$ cat src/rtl/uart_tx_fifo_if.sv
// Host-side bundle for uart_tx_fifo: write strobe and data in, line and status out.
// The host drives through master and the transmitter sits on slave.
interface uart_tx_fifo_if #(
    parameter int DATA_BITS = 8
);
    logic                 write;
    logic [DATA_BITS-1:0] write_value;
    logic                 uart_txd;
    logic                 busy;
    logic                 fifo_full;
    logic                 fifo_empty;
    logic                 overflow;

    modport master (
        output write, write_value,
        input  uart_txd, busy, fifo_full, fifo_empty, overflow
    );

    modport slave (
        input  write, write_value,
        output uart_txd, busy, fifo_full, fifo_empty, overflow
    );
endinterface

$ cat src/rtl/uart_tx_fifo.sv
// Parametrised UART transmitter with a small write FIFO and edge-qualified writes.
// The line and busy outputs are registered one cycle behind the FSM state.
module uart_tx_fifo #(
    parameter int CLK_FREQ   = 50_000_000,
    parameter int BAUD       = 9600,
    parameter int DATA_BITS  = 8,
    parameter int PARITY     = 0,
    parameter int STOP_BITS  = 1,
    parameter int FIFO_DEPTH = 4
) (
    input logic           clk_50M,
    input logic           reset,
    uart_tx_fifo_if.slave bus
);
    localparam int DIV = (CLK_FREQ + BAUD / 2) / BAUD;
    localparam int BW  = $clog2(DIV);
    localparam int AW  = $clog2(FIFO_DEPTH);
    localparam int CW  = AW + 1;

    typedef enum logic [2:0] {ST_IDLE, ST_START, ST_DATA, ST_PAR, ST_STOP} state_t;

    state_t               state, state_nxt;
    logic [BW-1:0]        baud_cnt, baud_nxt;
    logic [3:0]           bit_cnt, bit_nxt;
    logic [DATA_BITS-1:0] shreg, shreg_nxt;
    logic                 par_bit, par_nxt;
    logic                 baud_end, line;

    logic [DATA_BITS-1:0] mem [FIFO_DEPTH];
    logic [AW-1:0]        wr_ptr, rd_ptr;
    logic [CW-1:0]        count, count_nxt;
    logic                 write_d, wr_edge, full_now, push, pop;
    logic                 txd_q, busy_q, full_q, empty_q, ovf_q;

    assign wr_edge  = bus.write & ~write_d;
    assign full_now = (count == CW'(FIFO_DEPTH));
    // A pop in the same cycle frees the slot the push needs.
    assign push     = wr_edge & (~full_now | pop);
    assign baud_end = (baud_cnt == BW'(DIV - 1));

    always_comb begin
        count_nxt = count;
        case ({push, pop})
            2'b10:   count_nxt = count + CW'(1);
            2'b01:   count_nxt = count - CW'(1);
            default: count_nxt = count;
        endcase
    end

    always_comb begin
        state_nxt = state;
        baud_nxt  = baud_cnt;
        bit_nxt   = bit_cnt;
        shreg_nxt = shreg;
        par_nxt   = par_bit;
        pop       = 1'b0;
        line      = 1'b1;
        case (state)
            ST_IDLE: begin
                if (count != '0) begin
                    pop       = 1'b1;
                    shreg_nxt = mem[rd_ptr];
                    par_nxt   = (^mem[rd_ptr]) ^ (PARITY == 1);
                    baud_nxt  = '0;
                    bit_nxt   = '0;
                    state_nxt = ST_START;
                end
            end
            ST_START: begin
                line = 1'b0;
                if (baud_end) begin
                    baud_nxt  = '0;
                    state_nxt = ST_DATA;
                end else begin
                    baud_nxt = baud_cnt + BW'(1);
                end
            end
            ST_DATA: begin
                line = shreg[0];
                if (baud_end) begin
                    baud_nxt  = '0;
                    shreg_nxt = shreg >> 1;
                    if (bit_cnt == 4'(DATA_BITS - 1)) begin
                        bit_nxt   = '0;
                        state_nxt = (PARITY != 0) ? ST_PAR : ST_STOP;
                    end else begin
                        bit_nxt = bit_cnt + 4'd1;
                    end
                end else begin
                    baud_nxt = baud_cnt + BW'(1);
                end
            end
            ST_PAR: begin
                line = par_bit;
                if (baud_end) begin
                    baud_nxt  = '0;
                    state_nxt = ST_STOP;
                end else begin
                    baud_nxt = baud_cnt + BW'(1);
                end
            end
            ST_STOP: begin
                if (baud_end) begin
                    baud_nxt = '0;
                    if (bit_cnt == 4'(STOP_BITS - 1)) begin
                        bit_nxt   = '0;
                        state_nxt = ST_IDLE;
                    end else begin
                        bit_nxt = bit_cnt + 4'd1;
                    end
                end else begin
                    baud_nxt = baud_cnt + BW'(1);
                end
            end
            default: state_nxt = ST_IDLE;
        endcase
    end

    always_ff @(posedge clk_50M or posedge reset) begin
        if (reset) begin
            state    <= ST_IDLE;
            baud_cnt <= '0;
            bit_cnt  <= '0;
            shreg    <= '0;
            par_bit  <= 1'b0;
        end else begin
            state    <= state_nxt;
            baud_cnt <= baud_nxt;
            bit_cnt  <= bit_nxt;
            shreg    <= shreg_nxt;
            par_bit  <= par_nxt;
        end
    end

    // Storage needs no reset: the pointers and count define what is valid.
    always_ff @(posedge clk_50M) begin
        if (push) mem[wr_ptr] <= bus.write_value;
    end

    always_ff @(posedge clk_50M or posedge reset) begin
        if (reset) begin
            write_d <= 1'b0;
            wr_ptr  <= '0;
            rd_ptr  <= '0;
            count   <= '0;
            txd_q   <= 1'b1;
            busy_q  <= 1'b0;
            full_q  <= 1'b0;
            empty_q <= 1'b1;
            ovf_q   <= 1'b0;
        end else begin
            write_d <= bus.write;
            if (push) wr_ptr <= wr_ptr + AW'(1);
            if (pop)  rd_ptr <= rd_ptr + AW'(1);
            count   <= count_nxt;
            txd_q   <= line;
            busy_q  <= (state != ST_IDLE);
            full_q  <= (count_nxt == CW'(FIFO_DEPTH));
            empty_q <= (count_nxt == '0);
            ovf_q   <= wr_edge & full_now & ~pop;
        end
    end

    assign bus.uart_txd   = txd_q;
    assign bus.busy       = busy_q;
    assign bus.fifo_full  = full_q;
    assign bus.fifo_empty = empty_q;
    assign bus.overflow   = ovf_q;
endmodule

$ cat src/flat_wrapper.sv
// flat-port wrapper written by rule: the top's interface ports become plain ports
module uart_tx_fifo_flat 
#(
    parameter int CLK_FREQ   = 50_000_000,
    parameter int BAUD       = 9600,
    parameter int DATA_BITS  = 8,
    parameter int PARITY     = 0,
    parameter int STOP_BITS  = 1,
    parameter int FIFO_DEPTH = 4
)
  (clk_50M, reset, bus_write, bus_write_value, bus_uart_txd, bus_busy, bus_fifo_full, bus_fifo_empty, bus_overflow);
  uart_tx_fifo_if #(.DATA_BITS(DATA_BITS)) bus_i ();
  input logic clk_50M;
  input logic reset;
  input wire logic [$bits(bus_i.write)-1:0] bus_write;
  input wire logic [$bits(bus_i.write_value)-1:0] bus_write_value;
  output wire logic [$bits(bus_i.uart_txd)-1:0] bus_uart_txd;
  output wire logic [$bits(bus_i.busy)-1:0] bus_busy;
  output wire logic [$bits(bus_i.fifo_full)-1:0] bus_fifo_full;
  output wire logic [$bits(bus_i.fifo_empty)-1:0] bus_fifo_empty;
  output wire logic [$bits(bus_i.overflow)-1:0] bus_overflow;
  assign bus_i.write = bus_write;
  assign bus_i.write_value = bus_write_value;
  assign bus_uart_txd = bus_i.uart_txd;
  assign bus_busy = bus_i.busy;
  assign bus_fifo_full = bus_i.fifo_full;
  assign bus_fifo_empty = bus_i.fifo_empty;
  assign bus_overflow = bus_i.overflow;
  uart_tx_fifo #(.CLK_FREQ(CLK_FREQ), .BAUD(BAUD), .DATA_BITS(DATA_BITS), .PARITY(PARITY), .STOP_BITS(STOP_BITS), .FIFO_DEPTH(FIFO_DEPTH)) u_core (.clk_50M(clk_50M), .reset(reset), .bus(bus_i));
endmodule
$ cat config.mk
export PLATFORM = sky130hd
export DESIGN_NAME = uart_tx_fifo_flat
export DESIGN_NICKNAME = d
export VERILOG_FILES = /design/src/rtl/uart_tx_fifo_if.sv /design/src/rtl/uart_tx_fifo.sv /design/src/flat_wrapper.sv
export SDC_FILE = /design/constraint.sdc
export NUM_CORES = 1
export LEC_CHECK = 0
export CAP_MARGIN = 5
export CORE_UTILIZATION = 45
export CTS_CLUSTER_SIZE = 30
export DETAILED_ROUTE_END_ITERATION = 16
export HOLD_SLACK_MARGIN = 0.05
export PLACE_DENSITY = 0.73
export SLEW_MARGIN = 20
export SYNTH_ARGS = -nofsm -noshare
export SYNTH_HDL_FRONTEND = slang
export SYNTH_SLANG_ARGS = --single-unit
$ cat constraint.sdc
create_clock -name clk_50M -period 3.3 [get_ports clk_50M]
set_clock_uncertainty 0.1 [all_clocks]
set_input_delay 0.495 -clock clk_50M [delete_from_list [all_inputs] [get_ports clk_50M]]
set_output_delay 0.495 -clock clk_50M [all_outputs]
set_load 0.01 [all_outputs]
* Word level (Yosys, flattened, before mapping)
Memories as Yosys holds them, arrays and structs flattened.
Index checks and enable logic that the tools add are counted.
** Storage, ports and cells
- Memories kept :: 1
- Register bits :: 42
- Bits in latches :: 0
- Input port bits :: 11
- ROM bits :: 0
- Word-level logic and storage cells :: 87
- Output and inout port bits :: 5
- Bits in writable memories :: 32
** Cells by class
- Order comparisons :: 0
- Muxes and demuxes :: 26
- $add $sub $neg :: 6
- Reductions and logical operators :: 15
- Bitwise logic cells :: 8
- Multipliers :: 0
- Divide/modulo/power cells :: 0
- Shift-type cells :: 0
- Eq/ne operators :: 17
** Memories
- u_core.mem :: depth 4, bits a word 8, read ports 1, clocked after Yosys merged registers in 0, write ports 1, line uart_tx_fifo.sv:29 : logic [DATA_BITS-1:0] mem [FIFO_DEPTH];
** Operators by type and width (count)
- two-way mux 13 bit :: 2
- one-hot mux 13 bit (2 select lines) :: 1
- two-way mux 3 bit :: 7
- two-way mux 4 bit :: 5
- two-way mux 8 bit :: 2
- one-hot mux 8 bit (2 select lines) :: 1
- one-hot mux 3 bit (5 select lines) :: 1
- != test 2 x 1 -> 1 bit (second input constant) :: 7
- adder 13 x 1 -> 13 bit (second input constant) :: 1
- == test 13 bit (second input constant) :: 1
- one-hot mux 4 bit (3 select lines) :: 1
- == test 3 bit (second input constant) :: 3
- nonzero test 3 bit :: 3
- parity 8 bit :: 1
- AND reduction 7 bit :: 1
- == test 3 x 2 -> 1 bit (second input constant) :: 2
- logical NOT 3 bit :: 2
- one-hot mux 3 bit (2 select lines) :: 1
- adder 2 x 1 -> 2 bit (second input constant) :: 2
- adder 4 x 1 -> 4 bit (second input constant) :: 1
- bitwise AND 1 bit :: 4
- == test 4 x 3 -> 1 bit (second input constant) :: 1
- logical NOT 4 bit :: 1
- two-way mux 1 bit :: 4
- other kinds (13) :: 17

* Depth between registers and ports, before layout
Gate-level depths: netlist of run 1.
- Depth in word-level cells :: 8
- Gate-level depth with buffers :: 9
- Depth with buffers taken out :: 8

* Least setup slack after synthesis of run 1
No wires, ideal clock.
- Kind :: flip-flop to flip-flop
- From :: register u_core.state[2]
- To :: register u_core.count[2]
- Required time :: 3074 ps
- Period minus slack after synthesis :: 2374 ps
- Library setup time :: 126 ps
- Slack :: 926 ps
- Path buffers :: 0
- Cell stages (with the launch flop) :: 7
- Data arrival time :: 2148 ps
- Cells stage by stage :: dfrtp_1 > nor3_2 > and2_1 > nand2_1 > fa_1 > or3_1 > a311o_1
** On the way
- Word-level cells in the longest chain between the ends :: 6
- Elaborated cells between the ends (all ways) :: 7
- Those cells by class :: eq/ne: 2; mux: 2; bitwise: 2; reduce/logical: 1
** Ends and longest elaborated chain
- start: declaration :: line uart_tx_fifo.sv:22 : state_t state, state_nxt;
- start signal: assignment :: line uart_tx_fifo.sv:127 : state <= state_nxt;
- logical NOT 3 bit * :: line uart_tx_fifo.sv:58 : case (state)
- two-way mux 1 bit * :: line uart_tx_fifo.sv:58
- OR 1 bit :: line uart_tx_fifo.sv:38 : assign push = wr_edge & (~full_now | pop);
- bitwise AND 1 bit :: line uart_tx_fifo.sv:38
- == test 2 x 1 -> 1 bit or == test 2 bit (tied branches) :: line uart_tx_fifo.sv:43 : case ({push, pop})
- one-hot mux 3 bit (2 select lines) * :: line uart_tx_fifo.sv:43
- net u_core.count_nxt[2] :: line uart_tx_fifo.sv:31 : logic [CW-1:0] count, count_nxt;
- end signal: assignment :: line uart_tx_fifo.sv:155 : count <= count_nxt;
- end: declaration :: line uart_tx_fifo.sv:31
The timed path passes the listed nets; every way through them passes the cells marked *.
A chain may end at the register's enable or synchronous reset.

* Worst setup path in the final report of run 1
- From :: register u_core.state[0]
- To :: register u_core.count[2]
Same word-level chain as after synthesis.

==> qor.yml, run 1 <==
status: "finished clean"
start_util: 0.461
multiInputGateArea_um2: 1430
synth-edff-count: 32
period_share: 0.852
grt_use_total: 0.163
ys_warn_count: 0
dp_hpwl_um: 4090
clock-sinks: 74
setup_total_negative_slack_ns: 0
synth_flop_cell: "dfrtp_1"
first_pass_iters: 5
grt_pass1_wl_um: 10400
cts_resized: 0
grt_max_degree: 43
worstSetupPathDepth: 6
synth_xor_area_frac: 0.0494
clockRootBuffer: "clkbuf_8"
worst_slew_pin_slew_ns: 0.583
hold_viol: 0
worstReg2RegEnd: "u_core.count[2]"
synth_simple_gate_area_frac: 0.146
synth-seq-cells: 74
post_cts_buffers: 0
synth_top_family_by_area: "simple AND/OR/NAND/NOR gates"
clockBufferDepth: 2
regArea_um2: 2010
nFillCells: 689
synth.yosys.seq_area_share: 0.568
fin_ws_ns: 0.488
holdPathStages: 2
holdWs_ns: 0.405
cp.arrival_ns: 2.95
synthCells: 287
synthAdderAreaFrac: 0.0303
async_flop_share: 0.568
wirelength_um: 5950
antenna_found_initial: 0
start_kind: "register"
row_count: 32
synthMuxAreaShare: 0.0734
dp_cells: 398
tritoncts: "done"
r2r_slack_ns: 0.49
drc_errors: 0
worstSetupPathType: "register to register"
drt_iter0_markers: 78
mappedNetlistNets: 306
drive_gt1_frac: 0.128
synth-compound-area-share: 0.106
fin_cells: 414
die_w_um: 90.8
fp.coreArea_um2: 7690
ios: 16
hold_path.class: "register to register"
setup_viol: 0
die_area_um2: 8240
maxCapViolCount: 0
cts_hold_buffers: 0
slew_headroom: 0.611
area_growth_pct: 13.2
r2r_start: "u_core.state[0]"
cp-startpoint: "u_core.state[0]"
vias_per_cell: 5.33
reg2reg_depth: 6
gp_congestion: 0.807
irDropWorstVdd_uv: 321
grt_pass1_vias: 2205
avgSynthCellArea_um2: 12.4
dpl_worst_slack_ns: 0.522
final_antenna_net_count: 0
final_nets: 326
synth_cell_type_count: 58
power_leakage_nw: 1.48
critPathCaptureType: "register"
grt.overflow.total: 0
max_freq_ghz: 0.356
cts_buffers: 9
post_drt_wl_per_cell_um: 14.4
cp_max_fo: 15
power_density_nw_per_um2: 532
vias: 2206
crit_chain: "nor3_2 -> and2_1 -> nand2_1 -> fa_1 -> or3_1 -> a311o_1"
critPathMaxStageDelay_ns: 0.57
htree_levels: 3
fin_crit_ns: 2.81
crit_family: "simple AND/OR/NAND/NOR gates"
syn_area_um2: 3550
critPathSlowestCell: "dfrtp_1"
clkLatencyLatePin_ns: 0.35
path_buf_inv: 0
maxSlewViolCount: 0
required_ns: 3.44
cts.clk_slew.worst_paths_ns: 0.08
io_buffers: 15
crit_end: "u_core.count[2]"
die_y_um: 90.8
diodes: 0
rsz0062_at_grt: "false"
[registers in the layout, indices dropped and copies added, names as in the netlist]
register               flops
u_core.mem                32
u_core.baud_cnt           13
u_core.shreg               8
u_core.bit_cnt             4
u_core.count               3
u_core.state               3
u_core.rd_ptr              2
u_core.wr_ptr              2
u_core.bus.busy            1
u_core.bus.fifo_empty      1
u_core.bus.fifo_full       1
u_core.bus.overflow        1
u_core.bus.uart_txd        1
u_core.par_bit             1
u_core.write_d             1
[worst register-to-register path, stage by stage, from the launching register on]
cell	delay, ns
dfrtp_1	0.57
nor3_2	0.44
and2_1	0.27
nand2_1	0.10
fa_1	0.47
or3_1	0.43
a311o_1	0.32
[cells in the final DEF, fill, tap and decap left out, drive strengths merged, types with 3 or more instances in the layout]
cell type      netlist  routed
nand3                8       8
a21oi               15      15
o31ai                3       3
o22ai                3       3
clkdlybuf4s50        0      15
and2                 6       6
mux2i                8       8
nor2                25      25
or3                  4       4
mux4                 8       8
nor2b                3       3
dfrtp               40      40
nand2b               4       4
edfxtp              32      32
xnor2               19      19
nor3b                5       5
buf                  4       3
o21ai               16      16
nand2               19      19
nor4                 3       3
clkbuf               5       9
inv                 15      19
ha                   7       7
nor3                 4       4
[stage by stage]
step | utilization | cell area (µm²) | total power, mW
floorplan | - | 3550 | 1.33
global placement | 0.495 | 3800 | 1.42
detailed placement | 0.495 | 3800 | 1.43
CTS | 0.522 | 4010 | 2.16
global route | 0.522 | 4010 | 2.24
finish | 0.522 | 4010 | 2.14
[synth_stat cells, types with 2 or more instances]
cell	count	area share
dfrtp_1	40	0.28
edfxtp_1	32	0.27
nor2_1	25	0.026
nand2_1	19	0.020
xnor2_1	19	0.047
a21oi_1	15	0.021
inv_1	15	0.016
o21ai_0	14	0.020
mux2i_1	8	0.023
mux4_2	8	0.051
ha_1	7	0.025
nand3_1	7	0.0099
and2_1	6	0.011
nor3b_1	5	0.011
clkbuf_1	4	0.0042
nand2b_1	4	0.0071
or3_1	4	0.0071
nor2b_1	3	0.0053
nor3_1	3	0.0042
nor4_1	3	0.0053
o22ai_1	3	0.0053
a311o_1	2	0.0056
and3_1	2	0.0035
buf_2	2	0.0028
dfstp_2	2	0.015
o21ai_1	2	0.0028
o31ai_1	2	0.0042
[layout make-up]
type | instances | share of cell area
clock inverter | 7 | 0.0209
tap | 102 | 0.0318
inverter | 15 | 0.0140
timing repair buffer | 18 | 0.0430
multi-input combinational | 189 | 0.357
clock buffer | 9 | 0.0309
sequential | 74 | 0.502
[worst min-delay path by stage]
stage / end / slack [ns] / start
after CTS: u_core.par_bit / 0.41 / u_core.par_bit
after floorplan: u_core.par_bit / 0.35 / u_core.par_bit
final: u_core.par_bit / 0.40 / u_core.par_bit
after global routing: u_core.par_bit / 0.46 / u_core.par_bit
after detailed placement: u_core.par_bit / 0.39 / u_core.par_bit
after global placement: u_core.par_bit / 0.38 / u_core.par_bit
[routing by layer]
metal  vias up  global-route usage  share of wire
met2        31               0.254           0.47
met1      1080               0.214           0.47
met5         -                   0              0
li1       1085                   -              -
met3        10              0.0404          0.031
met4         0              0.0794          0.021
[where the power goes]
group          switching [mW]  leakage (nW)  internal [mW]  total, mW
sequential             0.0531         0.810           1.05       1.10
clock                   0.366         0.103          0.363      0.729
combinational           0.169         0.569          0.136      0.306
[logic make-up (layout without fill, tap and decap cells)]
logic type / after synthesis / after routing
compound gates: 53 / 53
xor+xnor: 20 / 20
fa+ha+maj: 8 / 8
buf+inv: 24 / 49
flops: 74 / 74
mux: 16 / 16
simple gates: 92 / 92
No activity file was read; power rests on OpenSTA's default activity.
==> run 2, diff against run 1 <==
--- a/config.mk
+++ b/config.mk
@@ -7,6 +7,7 @@
 export LEC_CHECK = 0
 export CAP_MARGIN = 5
 export CORE_UTILIZATION = 45
+export CTS_BUF_LIST = sky130_fd_sc_hd__clkbuf_16
 export CTS_CLUSTER_SIZE = 30
 export DETAILED_ROUTE_END_ITERATION = 16
 export HOLD_SLACK_MARGIN = 0.05
==> run 2 against run 1 <==
Compared with the run above: clock-buffer cell count unchanged; wire length rose by 0.77%; maximum frequency is 0.13% lower; final cell count unchanged; critical path depth is 2 higher; largest power group unchanged; total power rose by 13%; register-to-register slack about the same; via count rose by 0.73%; critical path type unchanged; sequential power barely moved; sequential cell count stayed put; clock power increased by 37%.
==> qor.yml, run 2 (synthesis results as in run 1) <==
status: "finished clean"
fin_area_um2: 4110
drc_errors: 0
io_buffers: 15
diodes: 0
final_common_cell: "dfrtp_1"
fin_cells: 414
area_growth_pct: 16.0
dpl_worst_slack_ns: 0.522
wirelength_um: 6000
dp_cells: 398
path_buf_inv: 0
dp_hpwl_um: 4090
fin_crit_ns: 2.82
critPathCaptureType: "register"
period_share: 0.853
slew_headroom: 0.606
first_pass_iters: 4
final_antenna_net_count: 0
grt.overflow.total: 0
whs_endpoint: "u_core.par_bit"
maxSlewViolCount: 0
power_leakage_nw: 1.53
largest_reg_flops: 32
grt_pass1_vias: 2194
grt_pass1_wl_um: 10500
clockBufferDepth: 2
row_count: 32
hold_viol: 0
drt_iter0_markers: 107
post_drt_wl_per_cell_um: 14.5
power_density_nw_per_um2: 586
post_cts_buffers: 0
required_ns: 3.46
crit_chain: "nor3_2 -> and2_1 -> nand2_1 -> fa_1 -> or3_1 -> a21oi_1 -> a21oi_1 -> o22ai_1"
maxCapViolCount: 0
grt_use_total: 0.165
cp_common_cell: "a21oi_1"
cts.clk_slew.worst_paths_ns: 0.06
die_w_um: 90.8
hold_path.class: "register to register"
reg_top3: "u_core.mem (32), u_core.baud_cnt (13), u_core.shreg (8)"
clkLatencyLatePin_ns: 0.34
final_cell_mix: "dfrtp_1 (40), edfxtp_1 (32), nor2_1 (25), nand2_1 (19), xnor2_1 (19)"
gp_congestion: 0.807
worstSetupPathType: "register to register"
cts_resized: 0
dpl_cell_area_um2: 3800
ios: 16
fp.coreArea_um2: 7690
nFillCells: 678
die_area_um2: 8240
critPathMaxStageDelay_ns: 0.57
clockRootBuffer: "clkbuf_16"
start_kind: "register"
drive_gt1_frac: 0.128
holdPathStages: 2
rsz0062_at_grt: "false"
htree_levels: 3
worst_slew_pin_slew_ns: 0.590
vias_per_cell: 5.37
clock-sinks: 74
regMostFlops: "u_core.mem"
cp_max_fo: 15
critPathSlowestCell: "dfrtp_1"
cp.arrival_ns: 2.98
r2r_slack_ns: 0.48
cts_buffers: 9
vias: 2222
max_freq_ghz: 0.355
setup_viol: 0
fin_ws_ns: 0.484
cts_hold_buffers: 0
hold_start: "u_core.par_bit"
reg2reg_depth: 8
start_util: 0.461
die_y_um: 90.8
crit_family: "simple AND/OR/NAND/NOR gates"
antenna_found_initial: 0
setup_total_negative_slack_ns: 0
tritoncts: "done"
irDropWorstVdd_uv: 321
final_nets: 326
grt_max_degree: 43
worstReg2RegEnd: "u_core.bus.fifo_full"
r2r_start: "u_core.state[0]"
==> run 2: cell type report <==
| class | instances | area [µm²] | area share |
|---|---|---|---|
| Clock buffer | 9 | 225 | 0.0547 |
| Clock inverter | 7 | 83.8 | 0.0204 |
| Inverter | 15 | 56.3 | 0.0137 |
| Multi-Input combinational cell | 189 | 1430 | 0.349 |
| Sequential cell | 74 | 2010 | 0.490 |
| Tap cell | 102 | 128 | 0.0310 |
| Timing Repair Buffer | 18 | 173 | 0.0420 |
==> run 2: power breakdown <==
| group | internal [mW] | leakage (nW) | total (mW) | switching [mW] |
|---|---|---|---|---|
| clock network | 0.599 | 0.149 | 1.00 | 0.401 |
| registers | 1.05 | 0.810 | 1.10 | 0.0544 |
| logic | 0.137 | 0.569 | 0.307 | 0.170 |
| total | 1.79 | 1.53 | 2.41 | 0.625 |
==> run 2: how the worst max path moves through the flow <==
stage | start | cells after the start | end
2_1_floorplan | u_core.state[2] | 6 | u_core.count[2]
3_3_place_gp | u_core.state[0] | 6 | u_core.count[2]
3_5_place_dp | u_core.state[0] | 6 | u_core.count[2]
4_1_cts | u_core.state[0] | 6 | u_core.count[2]
5_1_grt | u_core.state[0] | 8 | u_core.bus.fifo_full
6_report | u_core.state[0] | 8 | u_core.bus.fifo_full
==> run 2: metal layers <==
layer  up-vias  global-route usage  wire length, µm
met2        51               0.251             2830
met3         8              0.0505              241
li1       1087                   -                -
met4         0              0.0794              109
met1      1076               0.215             2820
met5         -                   0                0
==> run 2: per-stage QoR <==
| stage | util | hold slack [ns] | total power, mW |
|---|---|---|---|
| after CTS | 0.535 | 0.405 | 2.44 |
| after global routing | 0.535 | 0.451 | 2.52 |
| after floorplan | - | 0.351 | 1.33 |
| after detailed placement | 0.495 | 0.391 | 1.43 |
| after global placement | 0.495 | 0.375 | 1.42 |
| final | 0.535 | 0.399 | 2.41 |
==> run 2: worst reg2reg max path, delay by kind of cell, from the launching register on <==
kind / cells / cell delay (ns)
and+or+nand+nor: 4 / 1.24
adders and majority gates: 1 / 0.47
AOI/OAI and AO/OA: 3 / 0.36
DFF: 1 / 0.57
==> run 3, diff against run 2 <==
--- a/config.mk
+++ b/config.mk
@@ -6,6 +6,7 @@
 export NUM_CORES = 1
 export LEC_CHECK = 0
 export CAP_MARGIN = 5
+export CORE_MARGIN = 2
 export CORE_UTILIZATION = 45
 export CTS_BUF_LIST = sky130_fd_sc_hd__clkbuf_16
 export CTS_CLUSTER_SIZE = 30
==> constraint.sdc (replaced) <==
create_clock -name clk_50M -period 3.5 [get_ports clk_50M]
set_clock_uncertainty 0.1 [all_clocks]
set_input_delay 0.525 -clock clk_50M [delete_from_list [all_inputs] [get_ports clk_50M]]
set_output_delay 0.525 -clock clk_50M [all_outputs]
set_load 0.01 [all_outputs]
==> run 3 against run 2 <==
Compared with the run above: sequential power is 5% lower; non-clock buffer count unchanged; via count shrank 1.3%; clock power down 16%; die area increased by 4.5%; sequential cell count is the same; register-to-register slack better by 0.25 ns; final cell count did not move; critical path type unchanged; largest cell class unchanged; largest power group unchanged.
==> qor.yml, run 3 (synthesis results as in run 1) <==
status: "finished clean"
power_leakage_nw: 1.51
setup_total_negative_slack_ns: 0
critPathSlowestCell: "dfrtp_1"
start_kind: "register"
drc_errors: 0
tritoncts: "done"
setup_viol: 0
fin_area_um2: 4090
clockRootBuffer: "clkbuf_16"
period_share: 0.792
cts_hold_buffers: 0
drive_gt1_frac: 0.128
io_buffers: 15
fin_crit_ns: 2.77
grt_max_degree: 43
critPathCaptureType: "register"
cp_common_cell: "a21oi_1"
post_cts_buffers: 0
hold_path.class: "register to register"
irDropWorstVdd_uv: 329
fp.coreArea_um2: 7690
grt_pass1_wl_um: 10500
grt.overflow.total: 0
die_y_um: 92.8
largest_reg_flops: 32
maxCapViolCount: 0
dpl_cell_area_um2: 3800
final_nets: 326
final_common_cell: "dfrtp_1"
die_w_um: 92.8
clkLatencyLatePin_ns: 0.33
antenna_found_initial: 0
vias_per_cell: 5.30
total_power_mw: 2.16
gp_congestion: 0.823
htree_levels: 3
worst_slew_pin_slew_ns: 0.581
final_cell_mix: "dfrtp_1 (40), edfxtp_1 (32), nor2_1 (25), nand2_1 (19), xnor2_1 (19)"
maxSlewViolCount: 0
nFillCells: 674
regMostFlops: "u_core.mem"
max_freq_ghz: 0.361
start_util: 0.461
wirelength_um: 5920
drt_iter0_markers: 148
clockBufferDepth: 2
required_ns: 3.65
power_density_nw_per_um2: 530
cts_resized: 0
slew_headroom: 0.613
row_count: 32
hold_viol: 0
r2r_slack_ns: 0.73
grt_use_total: 0.158
critPathMaxStageDelay_ns: 0.56
crit_chain: "nor3_2 -> and2_1 -> nand2_1 -> fa_1 -> or3_1 -> a21oi_1 -> a21oi_1 -> o22ai_1"
first_pass_iters: 5
grt_pass1_vias: 2236
clock-sinks: 74
die_area_um2: 8610
area_growth_pct: 15.2
dp_hpwl_um: 4110
post_drt_wl_per_cell_um: 14.3
cp_max_fo: 15
vias: 2193
cts.clk_slew.worst_paths_ns: 0.06
cp.arrival_ns: 2.92
cts_buffers: 9
reg_top3: "u_core.mem (32), u_core.baud_cnt (13), u_core.shreg (8)"
diodes: 0
ios: 16
worstSetupPathType: "register to register"
rsz0062_at_grt: "false"
final_antenna_net_count: 0
holdWs_ns: 0.391
[run 3: cell count changes in the layout (fill, tap and decap cells not counted)]
cell / change
bufinv_16: -1
inv_8: -1
inv_6: -3
clkinv_4: +4
clkinv_2: +1
[run 3: routing by layer]
| metal | part of all wire | wire [µm] | GRT usage | vias up |
|---|---|---|---|---|
| met3 | 0.025 | 147 | 0.0293 | 12 |
| met1 | 0.46 | 2730 | 0.203 | 1072 |
| met4 | 0.021 | 126 | 0.0882 | 0 |
| met2 | 0.49 | 2920 | 0.251 | 24 |
| met5 | 0 | 0 | 0 | - |
| li1 | - | - | - | 1085 |
[run 3: worst paths after layout]
check | start | end | cells past startpoint
worst min-delay path | u_core.par_bit | u_core.par_bit | 2
worst max register to register | u_core.state[0] | u_core.bus.fifo_full | 8
worst max-delay path | u_core.state[0] | u_core.bus.fifo_full | 8
min in group asynchronous | reset | u_core.wr_ptr[1] | 3
max in group asynchronous | reset | u_core.bus.uart_txd | 3
worst min register to register | u_core.par_bit | u_core.par_bit | 2
[run 3: power breakdown]
part	internal, mW	total [mW]	leakage (nW)	switching [mW]
registers	0.991	1.04	0.810	0.0502
clock network	0.483	0.839	0.136	0.356
logic	0.128	0.284	0.569	0.156
total	1.60	2.16	1.51	0.562
[run 3: critical path, delay by kind of cell, from the launching register on]
kind	cells	cell delay [ns]
AO/OA/AOI/OAI	3	0.35
adder cells (fa/ha/maj)	1	0.48
flip-flops	1	0.56
AND/OR/NAND/NOR	4	1.20
[run 3: final cells by class]
type	instances	area, µm²	share of cell area
Multi-Input combinational cell	189	1430	0.351
Sequential cell	74	2010	0.493
Tap cell	102	128	0.0312
Timing Repair Buffer	18	173	0.0423
Clock buffer	9	225	0.0551
Inverter	15	56.3	0.0138
Clock inverter	7	56.3	0.0138
[run 3: stage by stage]
step | cells | setup slack [ns] | utilization
detailed placement | 398 | 0.718 | 0.495
floorplan | 287 | 1.13 | -
global placement | 398 | 0.799 | 0.495
CTS | 414 | 0.696 | 0.532
finish | 414 | 0.730 | 0.532
global route | 414 | 0.518 | 0.532
